## src/rtl/branch_cmp_pkg.sv

```systemverilog
// Shared types and helpers for the serial branch comparator.
// Enumerates RISC-V branch funct3 codes and the comparator FSM states.
package branch_cmp_pkg;

  localparam int DIGIT_W = 4;

  typedef enum logic [2:0] {
    BR_BEQ  = 3'b000,
    BR_BNE  = 3'b001,
    BR_BLT  = 3'b100,
    BR_BGE  = 3'b101,
    BR_BLTU = 3'b110,
    BR_BGEU = 3'b111
  } br_type_e;

  typedef enum logic [1:0] {
    IDLE,
    CMP,
    DONE
  } state_e;

  // Reserved funct3 codes (010/011) never take the branch.
  function automatic logic branch_taken(input logic [2:0] br_type,
                                        input logic       eq,
                                        input logic       blt);
    case (br_type)
      BR_BEQ:           branch_taken = eq;
      BR_BNE:           branch_taken = ~eq;
      BR_BLT, BR_BLTU:  branch_taken = blt;
      BR_BGE, BR_BGEU:  branch_taken = ~blt;
      default:          branch_taken = 1'b0;
    endcase
  endfunction

endpackage

```

## src/rtl/branch_nibble_cmp.sv

```systemverilog
// Combinational single-digit magnitude compare used by the serial comparator.
module branch_nibble_cmp
  import branch_cmp_pkg::*;
(
  input  logic [DIGIT_W-1:0] a,
  input  logic [DIGIT_W-1:0] b,
  output logic               eq,
  output logic               agt
);

  assign eq  = (a == b);
  assign agt = (a > b);

endmodule

```

## src/rtl/branch_serial_cmp.sv

```systemverilog
// Digit-serial RISC-V branch comparator, one 4-bit digit per cycle, MSB first.
// Define CMP_EARLY_EXIT_EN to finish at the first unequal digit (variable latency).
module branch_serial_cmp
  import branch_cmp_pkg::*;
#(
  parameter int WIDTH   = 32,
  parameter int DIGIT_W = 4
) (
  input  logic             clk_i,
  input  logic             rst_ni,
  input  logic             req_valid_i,
  output logic             req_ready_o,
  input  logic [WIDTH-1:0] rs1_i,
  input  logic [WIDTH-1:0] rs2_i,
  input  logic [2:0]       br_type_i,
  input  logic             flush_i,
  output logic             rsp_valid_o,
  input  logic             rsp_ready_i,
  output logic             taken_o,
  output logic             equal_o,
  output logic             alarger_o,
  output logic             blarger_o
);

  localparam int NDIG = WIDTH / DIGIT_W;
  localparam int IDX_W = $clog2(NDIG);
  localparam logic [IDX_W-1:0] TOP_IDX = IDX_W'(NDIG - 1);

  state_e           state;
  logic [IDX_W-1:0] idx;
  logic [WIDTH-1:0] a_reg;
  logic [WIDTH-1:0] b_reg;
  logic [2:0]       type_reg;

  logic [DIGIT_W-1:0] dig_a;
  logic [DIGIT_W-1:0] dig_b;
  logic [DIGIT_W-1:0] sign_flip;
  logic               dig_eq;
  logic               dig_agt;
  logic               fin_eq;
  logic               fin_agt;
  logic               fin_blt;
  logic               done_now;

  assign req_ready_o = (state == IDLE);
  assign rsp_valid_o = (state == DONE);

  // Flipping the top sign bit maps two's complement order onto unsigned order.
  assign sign_flip = {((type_reg == BR_BLT) || (type_reg == BR_BGE)) && (idx == TOP_IDX),
                      {(DIGIT_W-1){1'b0}}};
  assign dig_a = a_reg[idx*DIGIT_W +: DIGIT_W] ^ sign_flip;
  assign dig_b = b_reg[idx*DIGIT_W +: DIGIT_W] ^ sign_flip;

  branch_nibble_cmp u_nibble (
    .a   (dig_a),
    .b   (dig_b),
    .eq  (dig_eq),
    .agt (dig_agt)
  );

`ifdef CMP_EARLY_EXIT_EN
  assign fin_eq   = dig_eq;
  assign fin_agt  = dig_agt;
  assign done_now = !dig_eq || (idx == '0);
`else
  // Remembers the most significant unequal digit while the scan runs to the end.
  logic found;
  logic found_agt;

  assign fin_eq   = !found && dig_eq;
  assign fin_agt  = found ? found_agt : dig_agt;
  assign done_now = (idx == '0);
`endif
  assign fin_blt = !fin_eq && !fin_agt;

  always_ff @(posedge clk_i or negedge rst_ni) begin
    if (!rst_ni) begin
      state     <= IDLE;
      idx       <= '0;
      a_reg     <= '0;
      b_reg     <= '0;
      type_reg  <= '0;
      taken_o   <= 1'b0;
      equal_o   <= 1'b0;
      alarger_o <= 1'b0;
      blarger_o <= 1'b0;
`ifndef CMP_EARLY_EXIT_EN
      found     <= 1'b0;
      found_agt <= 1'b0;
`endif
    end else if (flush_i) begin
      state     <= IDLE;
      taken_o   <= 1'b0;
      equal_o   <= 1'b0;
      alarger_o <= 1'b0;
      blarger_o <= 1'b0;
    end else begin
      case (state)
        IDLE: begin
          if (req_valid_i) begin
            a_reg    <= rs1_i;
            b_reg    <= rs2_i;
            type_reg <= br_type_i;
            idx      <= TOP_IDX;
            state    <= CMP;
`ifndef CMP_EARLY_EXIT_EN
            found     <= 1'b0;
            found_agt <= 1'b0;
`endif
          end
        end
        CMP: begin
`ifndef CMP_EARLY_EXIT_EN
          if (!found && !dig_eq) begin
            found     <= 1'b1;
            found_agt <= dig_agt;
          end
`endif
          if (done_now) begin
            state     <= DONE;
            equal_o   <= fin_eq;
            alarger_o <= fin_agt;
            blarger_o <= fin_blt;
            taken_o   <= branch_taken(type_reg, fin_eq, fin_blt);
          end else begin
            idx <= idx - 1'b1;
          end
        end
        DONE: begin
          if (rsp_ready_i) begin
            state     <= IDLE;
            taken_o   <= 1'b0;
            equal_o   <= 1'b0;
            alarger_o <= 1'b0;
            blarger_o <= 1'b0;
          end
        end
        default: state <= IDLE;
      endcase
    end
  end

endmodule

```

## config.mk

```make
export PLATFORM = sky130hd
export DESIGN_NAME = branch_serial_cmp
export DESIGN_NICKNAME = d
export VERILOG_FILES = /design/src/rtl/branch_cmp_pkg.sv /design/src/rtl/branch_nibble_cmp.sv /design/src/rtl/branch_serial_cmp.sv
export SDC_FILE = /design/constraint.sdc
export NUM_CORES = 1
export LEC_CHECK = 0
export CAP_MARGIN = 20
export CORE_MARGIN = 2
export CORE_UTILIZATION = 51
export CTS_CLUSTER_DIAMETER = 30
export DETAILED_ROUTE_END_ITERATION = 6
export PLACE_DENSITY = 0.8
export SYNTH_ARGS = -nofsm -noshare
export SYNTH_HDL_FRONTEND = slang
export SYNTH_HIERARCHICAL = 1
export SYNTH_SLANG_ARGS = --single-unit
```

## constraint.sdc

```tcl
create_clock -name clk_i -period 3.7 [get_ports clk_i]
set_input_delay 0.925 -clock clk_i [delete_from_list [all_inputs] [get_ports clk_i]]
set_output_delay 0.925 -clock clk_i [all_outputs]
set_load 0.01 [all_outputs]
```

==> results.txt <==
* Starting Density: 0.523
* Hold violation count in the final report: 0
* Violation count after the first detailed-routing iteration: 103
- Final net count: 413
* Placer's final routability congestion estimate: ~0.77
* Share of the clock period used by the worst path after layout: 0.887
- Count of antenna-violating nets left after detailed routing: 0
- The routed layout has 2,350 vias.
* DIE WIDTH: around 90 um
- Vias in the first global route: 2,518
- Setup violations remaining at the end of the flow were counted as 0.
- After synthesis the netlist holds a flip-flop and latch count of between 70 and 80.
- In this run the static leakage power is about 2.0 nW.
- After routing the design area is around 0.0048 mm2.
- Worst voltage drop across the vdd grid: approximately 260 uV
- Buffers placed on the I/O ports in this run total 77.
- The H-tree was split into 3 levels.
- Ratio of routed vias to standard cells: 5.37
- Slack of the critical path: 418 ps
- During synthesis, Yosys emitted a total of 6 warnings.
* Yosys top cell by area: dfrtp_1
- TritonCTS built the clock tree.
* Placement Rows: 31
- Max-cap violations: 0
* Top achievable clock speed: 0.305 GHz
* Antenna violations before repair: 0
- Summed over all failing endpoints, the final setup total negative slack is 0 ps.
- After detailed routing, the number of remaining DRC violations is 0.
* CTS Root Buffer Type: clkbuf_8
- At the placement stage, the worst setup path has a slack of approximately 420 ps.
* Cells along the critical path: buf_4 -> mux4_2 -> xor2_1 -> a21oi_1 -> inv_1 -> ha_1 -> and4_1 -> a21oi_2 -> nor2_1 -> o21ai_0 -> mux2_2 -> a32o_1
* First-pass GRT wire length: 12.4 mm
* Worst hold path type: reg2reg
- Leftover overflow at the end of global routing: 0
- STA classifies the critical path endpoint as a flip-flop.
- The worst setup path is launched from a flip-flop.
- Critical Path AT: 3520 ps
- Placeable core area: roughly 0.0072 mm2
- Of all nets on the critical path, the largest fanout is 11.
- The critical path is of the reg2reg type.
- From synthesis to final layout, the design area changed by 28.4%.
- TritonCTS created 9 clock buffers.
* Fraction of post-synthesis cell area in the top cell type by area: 0.520
- Post-synth design cell area: 0.00376 mm2
* Ys flop type: dfrtp_1
* Pwr Density: 565 mW/mm2
- Of the post-synthesis cell area, the part taken by muxes is 0.320.
* Fraction of synthesis flops using an asynchronous set or reset pin: 1.00
- Synth Area in Compound Gates: 0.0456
- Average routed wire per standard cell: 16.2 um
- Counting flops with a built-in enable in the synthesized netlist gives 0.
- Sorting the synthesized cells by how often they occur yields dfrtp_1 (78), mux2_2 (65), mux4_2 (16), nor2_1 (11), mux2_1 (9).
- The floorplan step defined a die boundary enclosing ~0.008 mm2.
- Total length of routed wires: 7.12 mm
* Utilization of the core after routing: 0.672
- Of the total synthesized cell area, the portion taken by AND, OR, NAND and NOR gates is 0.0516.
- From bottom edge to top edge, the die measures 89.8 um.
* Later-pin clock latency in the skew report: between 300 and 400 ps
- Initial DRT Pass Iterations: 4
- The longest clock path from root to sink contains 2 buffers.
- Req. time, crit path: 3940 ps
- Yosys instantiated no cell more often than dfrtp_1.
- Antenna diode count: 0
- Resized Gates After CTS: 0
- Post-CTS setup repair buffer count: 0
* Post-synthesis xor/xnor area fraction: 0.00700
* Slew @ Worst Pin: 944 ps
- Largest incremental delay on the critical path: ~540 ps
* Post-detailed-placement half-perimeter wirelength: 5.16 mm
* Syn avg cell area: 14.6 um2
- Synthesis produced a netlist with a net count of around 340.
* Final Critical Period: 3280 ps
* Result of the run: complete, no violations
- Between clock sinks in the finished design, the worst skew comes to around 7 ps.
- Fraction of layout instances using a drive strength above 1: 0.322
- By area the synthesized netlist is led by dfrtp_1 (52%), mux2_2 (19%), mux4_2 (9.6%).
- Counting the fill cells in the layout gives 521.
- Number of distinct standard cells referenced by the synthesized netlist: 38
- Part of the Yosys area used for sequential elements: 0.520
- In this run the tightest slew margin relative to its limit is 0.370.
- Adder and majority gate portion of the synthesized area: 0.0233
- After technology mapping, the gate count stands at 257.
* Clock sink count: just under 80
- Pin placement for this block handled 78 I/O pins.
- Setup repair after global routing left no endpoint under its margin.
* Number of max-slew violations in the final report: 0
- For this design, the slowest cell found on the critical path is mux4_2.
- Clock-pin slew was measured on the worst setup and hold paths at 80 ps.
- In this run the cell area measured after placement is 0.00459 mm2.
- Pin count of the biggest net entering global routing: 79
* Aggregate global-route resource usage: 0.193
* Main combinational cell family by area after synthesis: multiplexers
- Combined flip-flop and latch cell area: roughly 0.0020 mm2
- For this design, the CTS-stage hold fixing added 0 buffers.
- Summing all multi-input logic gate instances after layout gives roughly 0.0017 mm2.
area by class of cell:
type,count,area share
tap,99,0.0257
clock buffer,11,0.0314
sequential,78,0.405
multi-input combinational,156,0.349
inverter,7,0.00545
timing repair buffer,82,0.167
clock inverter,5,0.0169
per-stage QoR:
step	power, mW	std cells	hold WS (ps)
after detailed placement	2.03	422	474
after global routing	2.89	438	507
after floorplan	1.76	257	452
after CTS	2.76	438	495
after global placement	1.99	422	458
final	2.73	438	488
critical path: cells and delay by family (launching register included):
kind            cells  cell delay (ps)
buf+inv             2              300
flops               1              350
xor+xnor            1              150
compound gates      4              820
mux                 2              920
fa+ha+maj           1              320
simple gates        2              300
path summary, 6_finish.rpt:
path | from | cells past startpoint | end | slack, ps
worst max-delay path | idx[0] | 12 | taken_o | 420
worst min-delay path | alarger_o | 2 | alarger_o | 490
worst max register to register | idx[0] | 12 | taken_o | 420
worst min register to register | alarger_o | 2 | alarger_o | 490
max in group asynchronous | rst_ni | 1 | taken_o | 2380
min in group asynchronous | rst_ni | 1 | a_reg[9] | 730
where the power goes:
part	switching (mW)	internal, mW	leakage, nW
clock network	0.308	0.417	0.116
registers	0.114	1.05	0.924
logic	0.336	0.502	0.954
total	0.758	1.97	1.99
cells in the final DEF (no fill, tap or decap), types with 4 or more instances in the layout:
master           count
dfrtp_1             78
clkdlybuf4s50_1     76
mux2_2              65
mux4_2              16
nor2_1              11
clkbuf_8            11
mux2_1               9
inv_1                7
nand2_1              7
ha_1                 7
buf_4                6
nor2b_1              4
a21oi_1              4
cell families after synthesis:
family          Yosys count
flops                    78
simple gates             35
mux                      91
compound gates           20
xor+xnor                  3
buf+inv                  23
fa+ha+maj                 7
per-layer routing:
metal	up-vias	global-route usage	routed length (um)
met2	54	0.321	3570
met4	0	0.0872	170
met5	-	0	0
li1	1090	-	-
met1	1192	0.249	3110
met3	14	0.0360	261
Power figures use the tool's default switching activity.
